**src/rtl/axis_arb_pkg.sv**
```systemverilog
`default_nettype none
// ============================================================================
// Module      : axis_arb_pkg
// Description : Shared types and helpers for the AXI-Stream source arbiter.
//               - arb_state_e : arbiter FSM states
//               - BYTE_W / strb_width() : tstrb/tkeep width derivation
//               - rr_winner() : round-robin winner search over a request vector
// Revision    : 1.0 - initial release
// ============================================================================
package axis_arb_pkg;

  typedef enum logic [0:0] {
    S_IDLE = 1'b0,
    S_BUSY = 1'b1
  } arb_state_e;

  // Bits per strobe/keep lane; strobe width is DATA_W / BYTE_W.
  localparam int unsigned BYTE_W  = 8;
  // Widest request vector the round-robin helper handles.
  localparam int unsigned MAX_SRC = 16;

  typedef struct packed {
    logic       found;
    logic [3:0] idx;
  } rr_result_t;

  function automatic int unsigned strb_width(input int unsigned data_w);
    return data_w / BYTE_W;
  endfunction

  // First requester found searching upward from last+1, wrapping at num.
  function automatic rr_result_t rr_winner(input logic [MAX_SRC-1:0] req,
                                           input int unsigned        last,
                                           input int unsigned        num);
    rr_result_t  r;
    int unsigned idx;
    r   = '0;
    idx = 0;
    for (int unsigned k = 1; k <= MAX_SRC; k++) begin
      if (k <= num && !r.found) begin
        idx = (last + k) % num;
        if (req[idx[3:0]]) begin
          r.found = 1'b1;
          r.idx   = idx[3:0];
        end
      end
    end
    return r;
  endfunction

endpackage
`default_nettype wire

```
**src/rtl/axis_src_arbiter_rr_pick.sv**
```systemverilog
`default_nettype none
// ============================================================================
// Module      : rr_pick
// Description : Combinational round-robin priority picker.
//               Ports: req        - request vector (NUM_SRC)
//                      last_grant - index of the most recent winner
//                      grant      - winning index (valid when found)
//                      found      - at least one request present
// Revision    : 1.0 - initial release
// ============================================================================
module rr_pick
  import axis_arb_pkg::*;
#(
  parameter int NUM_SRC = 4,
  parameter int TID_W   = 2
) (
  input  logic [NUM_SRC-1:0] req,
  input  logic [TID_W-1:0]   last_grant,
  output logic [TID_W-1:0]   grant,
  output logic               found
);

  logic [MAX_SRC-1:0] req_ext;
  rr_result_t         pick;

  always_comb begin
    req_ext                = '0;
    req_ext[NUM_SRC-1:0]   = req;
    pick                   = rr_winner(req_ext, 32'(last_grant), NUM_SRC);
    grant                  = TID_W'(pick.idx);
    found                  = pick.found;
  end

endmodule
`default_nettype wire

```
**src/rtl/axis_src_arbiter.sv**
```systemverilog
`default_nettype none
// ============================================================================
// Module      : axis_src_arbiter
// Description : Packet-granular round-robin arbiter sharing one AXI-Stream
//               master among NUM_SRC sources, with a registered output stage.
//               Ports: clk, rst_n (async, active-low)
//                      s_t*      - flattened per-source slave streams
//                      m_t*      - registered master stream, m_tid = source
//                      arb_busy  - a packet grant is active
//                      arb_grant - current / most recent grant index
//                      arb_abort - one-cycle pulse on a starvation abort
//               Optional feature macro: AXIS_ARB_TIMEOUT_EN (starvation
//               timeout that terminates a stalled packet).
// Revision    : 1.0 - initial release
// ============================================================================
module axis_src_arbiter
  import axis_arb_pkg::*;
#(
  parameter int NUM_SRC     = 4,
  parameter int TID_W       = 2,
  parameter int DATA_W      = 32,
  parameter int USER_W      = 2,
  parameter int TIMEOUT_CYC = 16
) (
  input  logic                                clk,
  input  logic                                rst_n,
  input  logic [NUM_SRC-1:0]                  s_tvalid,
  output logic [NUM_SRC-1:0]                  s_tready,
  input  logic [NUM_SRC*DATA_W-1:0]           s_tdata,
  input  logic [NUM_SRC*(DATA_W/BYTE_W)-1:0]  s_tstrb,
  input  logic [NUM_SRC*(DATA_W/BYTE_W)-1:0]  s_tkeep,
  input  logic [NUM_SRC*USER_W-1:0]           s_tuser,
  input  logic [NUM_SRC-1:0]                  s_tlast,
  output logic                                m_tvalid,
  output logic [DATA_W-1:0]                   m_tdata,
  output logic [DATA_W/BYTE_W-1:0]            m_tstrb,
  output logic [DATA_W/BYTE_W-1:0]            m_tkeep,
  output logic [USER_W-1:0]                   m_tuser,
  output logic [TID_W-1:0]                    m_tid,
  output logic                                m_tlast,
  input  logic                                m_tready,
  output logic                                arb_busy,
  output logic [TID_W-1:0]                    arb_grant,
  output logic                                arb_abort
);

  localparam int STRB_W = int'(strb_width(DATA_W));

  if (NUM_SRC < 2 || NUM_SRC > 4 || NUM_SRC > (1 << TID_W) ||
      TIMEOUT_CYC < 1 || TIMEOUT_CYC > 255) begin : g_bad_cfg
    $error("axis_src_arbiter: unsupported parameter combination");
  end

  arb_state_e          state_q, state_d;
  logic [TID_W-1:0]    grant_q, grant_d;
  logic [TID_W-1:0]    last_grant_q, last_grant_d;
  logic                m_tvalid_q, m_tvalid_d;
  logic [DATA_W-1:0]   m_tdata_q, m_tdata_d;
  logic [STRB_W-1:0]   m_tstrb_q, m_tstrb_d;
  logic [STRB_W-1:0]   m_tkeep_q, m_tkeep_d;
  logic [USER_W-1:0]   m_tuser_q, m_tuser_d;
  logic [TID_W-1:0]    m_tid_q, m_tid_d;
  logic                m_tlast_q, m_tlast_d;
  logic                arb_abort_q, arb_abort_d;

  logic [TID_W-1:0]    pick_idx;
  logic                pick_found;
  logic                load, accept, timeout_hit;
  logic                sel_valid, sel_last;
  logic [DATA_W-1:0]   sel_data;
  logic [STRB_W-1:0]   sel_strb, sel_keep;
  logic [USER_W-1:0]   sel_user;

  rr_pick #(
    .NUM_SRC (NUM_SRC),
    .TID_W   (TID_W)
  ) u_rr_pick (
    .req        (s_tvalid),
    .last_grant (last_grant_q),
    .grant      (pick_idx),
    .found      (pick_found)
  );

  // Mux the granted source onto a single beat.
  always_comb begin
    sel_valid = 1'b0;
    sel_last  = 1'b0;
    sel_data  = '0;
    sel_strb  = '0;
    sel_keep  = '0;
    sel_user  = '0;
    for (int i = 0; i < NUM_SRC; i++) begin
      if (grant_q == TID_W'(i)) begin
        sel_valid = s_tvalid[i];
        sel_last  = s_tlast[i];
        sel_data  = s_tdata[i*DATA_W +: DATA_W];
        sel_strb  = s_tstrb[i*STRB_W +: STRB_W];
        sel_keep  = s_tkeep[i*STRB_W +: STRB_W];
        sel_user  = s_tuser[i*USER_W +: USER_W];
      end
    end
  end

  // Output register can take a new beat when empty or being drained.
  assign load   = !m_tvalid_q || m_tready;
  assign accept = (state_q == S_BUSY) && load && !timeout_hit && sel_valid;

`ifdef AXIS_ARB_TIMEOUT_EN
  logic [7:0] starve_q, starve_d;

  assign timeout_hit = (state_q == S_BUSY) && load && (starve_q == 8'(TIMEOUT_CYC));

  // Counts cycles the output could take a beat but the granted source has none.
  always_comb begin
    starve_d = starve_q;
    if (state_q != S_BUSY || accept || timeout_hit) begin
      starve_d = '0;
    end else if (load && !sel_valid && starve_q != 8'hFF) begin
      starve_d = starve_q + 8'd1;
    end
  end

  always_ff @(posedge clk or negedge rst_n) begin
    if (!rst_n) starve_q <= '0;
    else        starve_q <= starve_d;
  end
`else
  assign timeout_hit = 1'b0;
`endif

  // The terminator beat occupies the output slot, so the source is held off.
  always_comb begin
    s_tready = '0;
    for (int i = 0; i < NUM_SRC; i++) begin
      s_tready[i] = (state_q == S_BUSY) && load && !timeout_hit &&
                    (grant_q == TID_W'(i));
    end
  end

  always_comb begin
    state_d      = state_q;
    grant_d      = grant_q;
    last_grant_d = last_grant_q;
    m_tvalid_d   = m_tvalid_q;
    m_tdata_d    = m_tdata_q;
    m_tstrb_d    = m_tstrb_q;
    m_tkeep_d    = m_tkeep_q;
    m_tuser_d    = m_tuser_q;
    m_tid_d      = m_tid_q;
    m_tlast_d    = m_tlast_q;
    arb_abort_d  = 1'b0;
    case (state_q)
      S_IDLE: begin
        // Drain the last beat of the previous packet while arbitrating.
        if (m_tready) m_tvalid_d = 1'b0;
        if (pick_found) begin
          grant_d = pick_idx;
          state_d = S_BUSY;
        end
      end
      S_BUSY: begin
        if (timeout_hit) begin
          m_tvalid_d   = 1'b1;
          m_tdata_d    = '0;
          m_tstrb_d    = '0;
          m_tkeep_d    = '0;
          m_tuser_d    = '0;
          m_tid_d      = grant_q;
          m_tlast_d    = 1'b1;
          arb_abort_d  = 1'b1;
          last_grant_d = grant_q;
          state_d      = S_IDLE;
        end else if (accept) begin
          m_tvalid_d = 1'b1;
          m_tdata_d  = sel_data;
          m_tstrb_d  = sel_strb;
          m_tkeep_d  = sel_keep;
          m_tuser_d  = sel_user;
          m_tid_d    = grant_q;
          m_tlast_d  = sel_last;
          if (sel_last) begin
            last_grant_d = grant_q;
            state_d      = S_IDLE;
          end
        end else if (load) begin
          m_tvalid_d = 1'b0;
        end
      end
      default: state_d = S_IDLE;
    endcase
  end

  always_ff @(posedge clk or negedge rst_n) begin
    if (!rst_n) begin
      state_q      <= S_IDLE;
      grant_q      <= '0;
      last_grant_q <= TID_W'(NUM_SRC - 1);
      m_tvalid_q   <= 1'b0;
      m_tdata_q    <= '0;
      m_tstrb_q    <= '0;
      m_tkeep_q    <= '0;
      m_tuser_q    <= '0;
      m_tid_q      <= '0;
      m_tlast_q    <= 1'b0;
      arb_abort_q  <= 1'b0;
    end else begin
      state_q      <= state_d;
      grant_q      <= grant_d;
      last_grant_q <= last_grant_d;
      m_tvalid_q   <= m_tvalid_d;
      m_tdata_q    <= m_tdata_d;
      m_tstrb_q    <= m_tstrb_d;
      m_tkeep_q    <= m_tkeep_d;
      m_tuser_q    <= m_tuser_d;
      m_tid_q      <= m_tid_d;
      m_tlast_q    <= m_tlast_d;
      arb_abort_q  <= arb_abort_d;
    end
  end

  assign m_tvalid  = m_tvalid_q;
  assign m_tdata   = m_tdata_q;
  assign m_tstrb   = m_tstrb_q;
  assign m_tkeep   = m_tkeep_q;
  assign m_tuser   = m_tuser_q;
  assign m_tid     = m_tid_q;
  assign m_tlast   = m_tlast_q;
  assign arb_busy  = (state_q == S_BUSY);
  assign arb_grant = grant_q;
  assign arb_abort = arb_abort_q;

endmodule
`default_nettype wire

```
**config.mk**
```make
export PLATFORM = sky130hd
export DESIGN_NAME = axis_src_arbiter
export DESIGN_NICKNAME = d
export VERILOG_FILES = /design/src/rtl/axis_arb_pkg.sv /design/src/rtl/axis_src_arbiter_rr_pick.sv /design/src/rtl/axis_src_arbiter.sv
export SDC_FILE = /design/constraint.sdc
export NUM_CORES = 1
export LEC_CHECK = 0
export CAP_MARGIN = 15
export CORE_MARGIN = 5
export CORE_UTILIZATION = 32
export CTS_CLUSTER_DIAMETER = 60
export DETAILED_ROUTE_END_ITERATION = 10
export PLACE_DENSITY = 0.8
export SYNTH_ARGS = -nofsm -noshare
export SYNTH_HDL_FRONTEND = slang
export SYNTH_HIERARCHICAL = 1
export SYNTH_SLANG_ARGS = --single-unit
```
**constraint.sdc**
```tcl
create_clock -name clk -period 1.85 [get_ports clk]
set_clock_uncertainty 0.2 [all_clocks]
set_input_delay 0.185 -clock clk [delete_from_list [all_inputs] [get_ports clk]]
set_output_delay 0.185 -clock clk [all_outputs]
set_load 0.05 [all_outputs]
```
Word level (Yosys, flattened, before mapping)
Index checks and enable logic that the tools add are counted.
{ "word_totals": {"inputBits": 179, "output_inout_bits": 54, "wordCells": 84, "ff_bits": 51} }
{ "op_classes": {"n_bitwise": 1, "eq_ne": 5, "order_cmp": 4, "addsub": 4, "n_reduce_logical": 13, "mux": 47} }
{ "op_table": {"columns": ["operator", "n"], "rows": [
  ["32-bit 2-to-1 mux", 4],
  ["5-bit 2-to-1 mux", 7],
  ["4-bit 2-to-1 mux", 8],
  ["2-bit by 5-bit < comparator with 1-bit output, second input constant", 4],
  ["1-bit 2-to-1 mux", 18],
  ["1-bit binary-select mux with 2-bit select", 4],
  ["2-bit 2-to-1 mux", 4],
  ["1-bit logical AND", 6],
  ["2-bit AND reduction", 3],
  ["2-bit by 1-bit adder with 2-bit output, second input constant", 2],
  ["2-bit adder, second input constant", 2],
  ["2-bit equality test, second input constant", 2],
  ["1-bit one-hot mux with 2 select lines", 2],
  ["3-bit by 1-bit != test with 1-bit output, second input constant", 1],
  ["3-bit AND reduction", 1],
  ["2-bit by 1-bit equality test with 1-bit output, second input constant", 1],
  ["2-bit logical NOT", 1],
  ["2-bit != test, second input constant", 1],
  ["1-bit logical NOT", 1],
  ["1-bit logical OR", 1],
  ["1-bit inverter", 1]
]} }

Depth between registers and ports, before layout
Gate-level depths: netlist (run 1).
{ "logic_depth": {"depth_word": 12, "mapped_depth": 6, "ltp_nobuf": 5} }

Modules after synthesis
Netlist (run 1), hierarchy kept.
{ "modules_own_cells": {"columns": ["mod", "n_inst", "cells_each", "area_per_inst_um2"], "rows": [
  ["axis_src_arbiter", 1, 179, 3163.0],
  ["rr_pick", 1, 14, 91.3]
]} }

Worst setup path before layout (run 1)
OpenSTA, ideal clock, no wires.
{ "synth_timing": {"path_type": "flip-flop to output port", "start": "register grant_q[0], in the netlist arb_grant[0]", "end": "output s_tready[1]", "n_path_buf": 2, "arrival_time_ps": 2200, "slack_ps": -735, "path_stages_with_launch": 5, "cell_sequence": "dfrtp_1 -> buf_6 -> buf_2 -> inv_1 -> nor3_1"} }
{ "synth_via": {"elab_chain_cells": 2} }
{ "synth_lines": {"columns": ["element", "line_no", "source"], "rows": [
  ["start, declared", "axis_src_arbiter.sv:55", "logic [TID_W-1:0] grant_q, grant_d;"],
  ["start signal, assigned", "axis_src_arbiter.sv:208", "grant_q <= grant_d;"],
  ["2-bit by 1-bit equality test with 1-bit output", "axis_src_arbiter.sv:136", "(grant_q == TID_W'(i));"],
  ["1-bit logical AND", "axis_src_arbiter.sv:135", "s_tready[i] = (state_q == S_BUSY) && load && !timeout_hit &&"],
  ["end, declared", "axis_src_arbiter.sv:28", "output logic [NUM_SRC-1:0] s_tready,"]
]} }
No other way between the ends.

Worst setup path after layout (run 1)
{ "layout_timing": {"start": "register grant_q[0], in the netlist arb_grant[0]", "end": "register m_tkeep_q[0], in the netlist m_tkeep[0]"} }
{ "layout_via": {"elab_chain_cells": 7, "word_cells_on_any_way": 14, "classes_between": "eq/ne: 3; mux: 8; reduce/logical: 3"} }
{ "layout_lines": {"columns": ["element", "line_no", "source"], "rows": [
  ["2-bit logical NOT", "axis_src_arbiter.sv:93", "if (grant_q == TID_W'(i)) begin"],
  ["1-bit 2-to-1 mux (4 in series)", "axis_src_arbiter.sv:93", null],
  ["1-bit logical AND", "axis_src_arbiter.sv:106", "assign accept = (state_q == S_BUSY) && load && !timeout_hit && sel_valid;"],
  ["2-bit AND reduction (no source line)", null, null],
  ["end signal, assigned", "axis_src_arbiter.sv:213", "m_tkeep_q <= m_tkeep_d;"],
  ["end, declared", "axis_src_arbiter.sv:60", "logic [STRB_W-1:0] m_tkeep_q, m_tkeep_d;"]
]} }
Several ways; a longest one is shown, not always the timed one.
A chain may end at the register's enable or synchronous reset.

==> results by group, run 1 <==
Status
  – Outcome: complete, but fails checks
  – Failing checks: setup timing

Final layout
  – Post-route cell area: 6070 sq um
  – Non-Filler Instances: 580
  – Util after Layout: 61.5%
  – Final Net Count: 625
  – Synth-to-Final Area Change: 86.4%
  – Antenna diodes: 0
  – Layout cells sized above 1: 44.7%

Timing
  – Fmax: 491 MHz
  – Fin crit share: 110%
  – Final setup violation count: 49
  – Max Slew Vio Count: 0
  – Final min period: 2040 ps
  – Setup WS post-layout: -186 ps
  – Fin. Hold Viols: 0
  – RSZ-0062 raised after global routing: yes

Pwr
  – P_leak: 2.52 nW
  – Sequential share of power: 19.9%
  – Power Total: between 10 and 15 mW
  – Pwr/cell area: 1770 nW/um^2
  – P_int: 5.93 mW
  – Worst VDD drop: 1.04 mV
  – P_sw: 4.81 mW
  – Power share of the clock group: 6.4%
  – Comb power frac: approximately 74%
  – Switching share of power: about 45%

Die
  – Ports: 233
  – Core area: just under 10,000 sq um
  – Die X: 111 um
  – Die ar.: approximately 12,000 sq um
  – Rows: 36
  – Die H: 111 um
  – Initial Utilization: about a third

Synthesis
  – EDFF count, synth: 0
  – Area leader, netlist: dfrtp_1
  – Most frequent cell after synthesis: dfrtp_1
  – Syn Nets: 372
  – Synth top area share: 37.7%
  – Seq/Total Area, Yosys: about 39%
  – Yosys warns: 6
  – Syn_area_per_cell: 16.9 sq um
  – Top_reg_cell synth: dfrtp_1
  – Synth top cells by count: 49 x dfrtp_1, 44 x mux4_2, 26 x mux2_4, 20 x mux2_2, 5 x nand2_1
  – Dominant cells by area after synthesis: dfrtp_1 38%, mux4_2 30%, mux2_4 12%
  – Mapped cell area: around 3300 sq um
  – Yosys reg bits: just over 50
  – Cells after Synth: 193
  – Yosys cell types: 32
  – Async set-reset flop share out of synthesis: 100%

CTS
  – Worst-path clk slew: around 100 ps
  – H-Tree Depth: 2
  – Clock latency at the later pin of the worst-skew pair: 300 ps
  – CTS root buffer: clkbuf_8
  – Clock Sinks: 51
  – CTS max path bufs: 2
  – TritonCTS Buffers: 5
  – Clock tree from TritonCTS: yes

Routing
  – Drt wl/cell: 19.7 um
  – Iter 0 DRT Violations: 70
  – Routed wire length: 11,400 um
  – Remaining DRCs: 0
  – Pre-antenna DRT Iters: 5
  – ANT nets after route: 0
  – Vias: 2,837
  – Via-to-Cell Ratio: 4.89

Critical path
  – Largest stage delay on the critical path: 560 ps
  – WP data arrival: 2030 ps
  – Worst path bufs/invs: 1
  – Worst setup SP type: flip-flop
  – WP data required: 1840 ps
  – Crit end category: flip-flop
  – Worst r2r dst: m_tkeep[0]$_DFFE_PN0P_
  – Crit path from: arb_grant[0]$_DFFE_PN0P_
  – Slowest-stage cell, CP: mux4_2
  – Critical Path Stages: 4
  – R2R setup slack: -190 ps
  – Reg2reg start: arb_grant[0]$_DFFE_PN0P_
  – CP delay by family, top: multiplexers
  – Critical path endpoint: m_tkeep[0]$_DFFE_PN0P_
  – CP max FO: 22
  – Cell count of the worst reg-to-reg path: 4
  – WS Path Type: reg -> reg
  – Crit path cell chain: mux4_2, nand3_4, buf_12, mux2_2

Placed design
  – HPWL after detailed placement: approximately 9300 um
  – Post-place setup slack: -355 ps
  – Post-Place Cells: 558
  – Placer Congestion: roughly 0.92
  – Number of port buffers: 231
  – DP Area: between 5000 and 6000 sq um

Global route
  – Total global-route track usage: 18.3%
  – Largest net degree at the start of global routing: 52
  – Antenna violations before repair: 0
  – Vias in the first global route: approximately 3,300
  – Grt total ovfl: 0
  – First-pass GRT wire length: approximately 18,000 um

Hold path
  – Hold Path Class: in -> async

Run
  – Max-cap violation count: 0
-- power groups by stage --
stage	combinational, mW	clock [mW]	sequential, mW
after global placement	7.51	0	2.12
after floorplan	3.42	0	3.98
after detailed placement	7.62	0	2.15
after global routing	8.29	0.778	2.21
after CTS	7.92	0.719	2.14
final	7.92	0.691	2.14
-- worst min path at each step --
| stage | from | end | slack (ps) | cells after the start |
|---|---|---|---|---|
| 2_1_floorplan | rst_n | arb_busy$_DFF_PN0_ | -310 | 0 |
| 3_3_place_gp | rst_n | m_tdata[18]$_DFFE_PN0P_ | -5 | 2 |
| 3_5_place_dp | rst_n | m_tdata[18]$_DFFE_PN0P_ | 2 | 2 |
| 4_1_cts | rst_n | m_tdata[18]$_DFFE_PN0P_ | 210 | 3 |
| 5_1_grt | rst_n | m_tdata[18]$_DFFE_PN0P_ | 240 | 3 |
| 6_report | rst_n | m_tdata[18]$_DFFE_PN0P_ | 230 | 3 |
-- through the flow --
step                hold WS (ps)  TNS, ps
finish                       227    -6550
floorplan                   -311   -14180
global route                 243    -8500
global placement           -4.63   -11580
CTS                          209    -6730
detailed placement          2.38   -14670
-- worst reg2reg max path: cells and delay by family, from the launching register on --
family / cells / cell delay (ps)
AND/OR/NAND/NOR: 1 / 140
multiplexers: 2 / 930
buffers and inverters: 1 / 200
flip-flops: 1 / 460
-- cell usage in the layout, fill, tap and decap left out, types with 2 or more instances in the layout --
cell type / instances
a21oi_1: 2
mux2i_1: 2
mux2_4: 31
buf_12: 15
nand2b_1: 3
mux4_2: 44
mux2_2: 15
clkinvlp_4: 2
clkbuf_8: 6
nand2_1: 5
nor3_4: 2
dfrtp_2: 2
nor2_1: 2
dfrtp_1: 46
clkdlybuf4s50_1: 177
buf_4: 68
nor2_4: 2
dfstp_2: 2
-- flip-flops by register name, indices dropped and copies added (netlist names) --
signal,flops
arb_grant,2
m_tuser,2
m_tdata,32
m_tkeep,4
arb_busy,1
m_tvalid,1
m_tstrb,4
m_tlast,1
m_tid,2
last_grant_q,2
-- layer usage --
layer	up-vias	routed length (um)	track usage, %
met4	0	151	3.04
met3	15	926	5.68
met2	147	6270	34.9
met1	1404	4050	20.0
li1	1271	-	-
met5	-	0	0
-- area by class of cell --
class / count / area (sq um)
Tap cell: 133 / 166
Sequential cell: 51 / 1280
Clock buffer: 6 / 82.6
Fill cell: 762 / 3800
Timing Repair Buffer: 263 / 2610
Multi-Input combinational cell: 123 / 1900
Clock inverter: 2 / 16.3
Inverter: 2 / 11.3
-- kinds of logic (layout without fill, tap and decap cells) --
kind of cell    after synthesis  count (layout)  synth area share, %
mux                          92              92                 50.0
flops                        51              51                 39.3
simple gates                 20              20                 3.19
buf+inv                      19             273                 4.96
compound gates               10              10                 2.46
other cells                   1               1                0.115
-- repair_timing --
item | in CTS | in global routing
setup buffers | 12 | 1
pin swaps | 4 | 1
endpoints found under the hold margin | 51 | 0
gates resized for setup | 8 | 4
hold buffers | 1 | 0
setup endpoints to repair | 50 | 52
No activity file was read; power rests on OpenSTA's default activity.
==> inputs of run 2 (changes only) <==
--- a/config.mk
+++ b/config.mk
@@ -6,11 +6,14 @@
 export NUM_CORES = 1
 export LEC_CHECK = 0
 export CAP_MARGIN = 15
+export CORE_ASPECT_RATIO = 0.8
 export CORE_MARGIN = 5
 export CORE_UTILIZATION = 32
 export CTS_CLUSTER_DIAMETER = 60
 export DETAILED_ROUTE_END_ITERATION = 10
+export MAX_ROUTING_LAYER = met4
 export PLACE_DENSITY = 0.8
+export REMOVE_ABC_BUFFERS = 1
 export SYNTH_ARGS = -nofsm -noshare
 export SYNTH_HDL_FRONTEND = slang
 export SYNTH_HIERARCHICAL = 1
==> run 2 against run 1 <==
Effect of this change: the run still ends with setup timing left; sequential power about the same; maximum frequency rose by 2.1%; via count grew 2.3%; critical endpoint is now m_tdata[5]$_DFFE_PN0P_; non-clock buffer count is 3 lower; global-route usage about the same; largest cell class unchanged.
==> results by group, run 2 (synthesis gave the netlist of run 1 again) <==
Timing
  – Final setup violation count: 50 (was 49)
  – RSZ-0062 raised after global routing: yes (unchanged)
  – WHS: 229 ps (was 227 ps)
  – Fin crit share: 108% (was 110%)
  – Fin. Hold Viols: 0 (unchanged)
  – Final min period: 1990 ps (was 2040 ps)
  – Max Slew Vio Count: 0 (unchanged)
  – Fmax: 501 MHz (was 491 MHz)
  – Setup WS post-layout: -144 ps (was -186 ps)

Die
  – Die X: 123 um (was 111 um)
  – Initial Utilization: 32.3% (was 33.0%)
  – Core area: 10,100 sq um (was 9860 sq um)
  – Die ar.: 12,300 sq um (about the same)
  – Die H: 100 um (was 111 um)
  – Ports: 233 (unchanged)
  – Rows: 33 (was 36)

Final layout
  – Non-Filler Instances: 584 (was 580)
  – Flip-flop and latch area: 1280 sq um (unchanged)
  – Multi-input logic area: 1860 sq um (was 1900 sq um)
  – Max reg flops: 32 (unchanged)
  – Antenna diodes: 0 (unchanged)
  – Layout cells sized above 1: 43.9% (was 44.7%)
  – Final Net Count: 622 (was 625)
  – Most common cell after layout, fill and taps aside: clkdlybuf4s50_1 (unchanged)
  – Util after Layout: 60.4% (was 61.5%)
  – Fillers: 824 (was 762)
  – Synth-to-Final Area Change: 86.9% (was 86.4%)
  – Commonest non-fill, non-tap cells in the layout: 177 x clkdlybuf4s50_1, 64 x buf_4, 46 x dfrtp_1 (was 177 x clkdlybuf4s50_1, 68 x buf_4, 46 x dfrtp_1)

Global route
  – Grt peak-use layer: met2 (unchanged)
  – Met2 Use GR: 32.9% (was 34.9%)
  – Met1 usage in global routing: 19.2% (was 20.0%)
  – Grt met3 use: 6.31% (was 5.68%)
  – Antenna violations before repair: 0 (unchanged)
  – Total global-route track usage: 18.3% (about the same)
  – Largest net degree at the start of global routing: 28 (was 52)
  – First-pass GRT wire length: 16,900 um (was 18,000 um)
  – Vias in the first global route: 3,307 (was 3,328)
  – Grt total ovfl: 0 (unchanged)

Routing
  – Vias: 2,901 (was 2,837)
  – Routed wire length: 11,700 um (was 11,400 um)
  – Pre-antenna DRT Iters: 4 (was 5)
  – Via-to-Cell Ratio: 4.97 (was 4.89)
  – Iter 0 DRT Violations: 89 (was 70)
  – Drt wl/cell: 20.1 um (was 19.7 um)
  – ANT nets after route: 0 (unchanged)
  – Remaining DRCs: 0 (unchanged)

Placed design
  – Post-place setup slack: -346 ps (was -355 ps)
  – Placer Congestion: 0.761 (was 0.917)
  – Post-Place Cells: 567 (was 558)
  – HPWL after detailed placement: 9430 um (was 9350 um)
  – Number of port buffers: 231 (unchanged)

Critical path
  – CP max FO: 12 (was 22)
  – Worst r2r dst: m_tdata[5]$_DFFE_PN0P_ (was m_tkeep[0]$_DFFE_PN0P_)
  – WP data arrival: 1960 ps (was 2030 ps)
  – Cell count of the worst reg-to-reg path: 4 (unchanged)
  – Reg2reg start: arb_grant[0]$_DFFE_PN0P_ (unchanged)
  – R2R setup slack: -140 ps (was -190 ps)
  – WP data required: 1820 ps (was 1840 ps)
  – Crit end category: flip-flop (unchanged)
  – WS Path Type: reg -> reg (unchanged)
  – Worst setup SP type: flip-flop (unchanged)

CTS
  – Clock Sinks: 51 (unchanged)
  – Worst-path clk slew: 70 ps (was 100 ps)
  – Clock tree from TritonCTS: yes (unchanged)
  – TritonCTS Buffers: 5 (unchanged)
  – CTS root buffer: clkbuf_16 (was clkbuf_8)
  – Clock latency at the later pin of the worst-skew pair: 280 ps (was 300 ps)
  – H-Tree Depth: 2 (unchanged)
  – CTS max path bufs: 2 (unchanged)

Pwr
  – Worst VDD drop: 1.23 mV (was 1.04 mV)
  – P_leak: 2.53 nW (was 2.52 nW)
  – Pwr/cell area: 1810 nW/um^2 (was 1770 nW/um^2)

Hold path
  – Hold Path Class: in -> async (unchanged)

Status
  – Failing checks: setup timing (unchanged)
  – Outcome: complete, but fails checks (unchanged)

Run
  – Max-cap violation count: 0 (unchanged)
-- run 2: power breakdown --
part / leakage [nW] / switching, mW / internal, mW
clock network: 0.0761 / 0.401 / 0.576
logic: 1.86 / 4.03 / 3.85
registers: 0.592 / 0.401 / 1.74
-- run 2: critical path: stages, from the launching register on --
cell and delay (ps):
dfrtp_4 430, mux4_2 550, nand3_4 180, clkbuf_16 220, mux2_4 300
-- run 2: area by class of cell --
cell class | instances | share of cell area, %
Clock buffer | 7 | 2.51
Inverter | 2 | 0.123
Tap cell | 140 | 2.88
Sequential cell | 51 | 21.1
Clock inverter | 1 | 0.123
Multi-Input combinational cell | 123 | 30.5
Timing Repair Buffer | 260 | 42.7
-- run 2: worst max-delay path by stage --
stage                                   end                     start
floorplan           m_tdata[10]$_DFFE_PN0P_  arb_grant[0]$_DFFE_PN0P_
global placement    m_tdata[30]$_DFFE_PN0P_               s_tvalid[3]
detailed placement  m_tdata[29]$_DFFE_PN0P_               s_tvalid[3]
CTS                  m_tdata[4]$_DFFE_PN0P_  arb_grant[0]$_DFFE_PN0P_
global route        m_tdata[28]$_DFFE_PN0P_  arb_grant[0]$_DFFE_PN0P_
finish               m_tdata[5]$_DFFE_PN0P_  arb_grant[0]$_DFFE_PN0P_
-- run 2: what timing repair did --
action | CTS | global route
setup endpoints to repair | 48 | 48
pin swaps | 0 | 2
hold buffers | 1 | 0
buffers inserted | 1 | 4
resized for setup | 6 | 10
endpoints found under the hold margin | 18 | 0
gates cloned | 0 | 3
-- run 2: per-layer routing --
metal | part of all wire, % | wire, um
met1 | 36 | 4260
met2 | 52 | 6110
met3 | 10 | 1200
met4 | 1.3 | 150
met5 | 0 | 0
-- run 2: metrics by stage --
| stage | TNS [ps] | instance area [sq um] | total power, mW |
|---|---|---|---|
| 4_1_cts | -5810 | 5950 | 10.7 |
| 6_report | -5870 | 6080 | 11.0 |
| 2_1_floorplan | -137910 | 3100 | 7.05 |
| 3_3_place_gp | -11620 | 5740 | 9.47 |
| 5_1_grt | -8090 | 6080 | 11.5 |
| 3_5_place_dp | -13880 | 5740 | 9.64 |
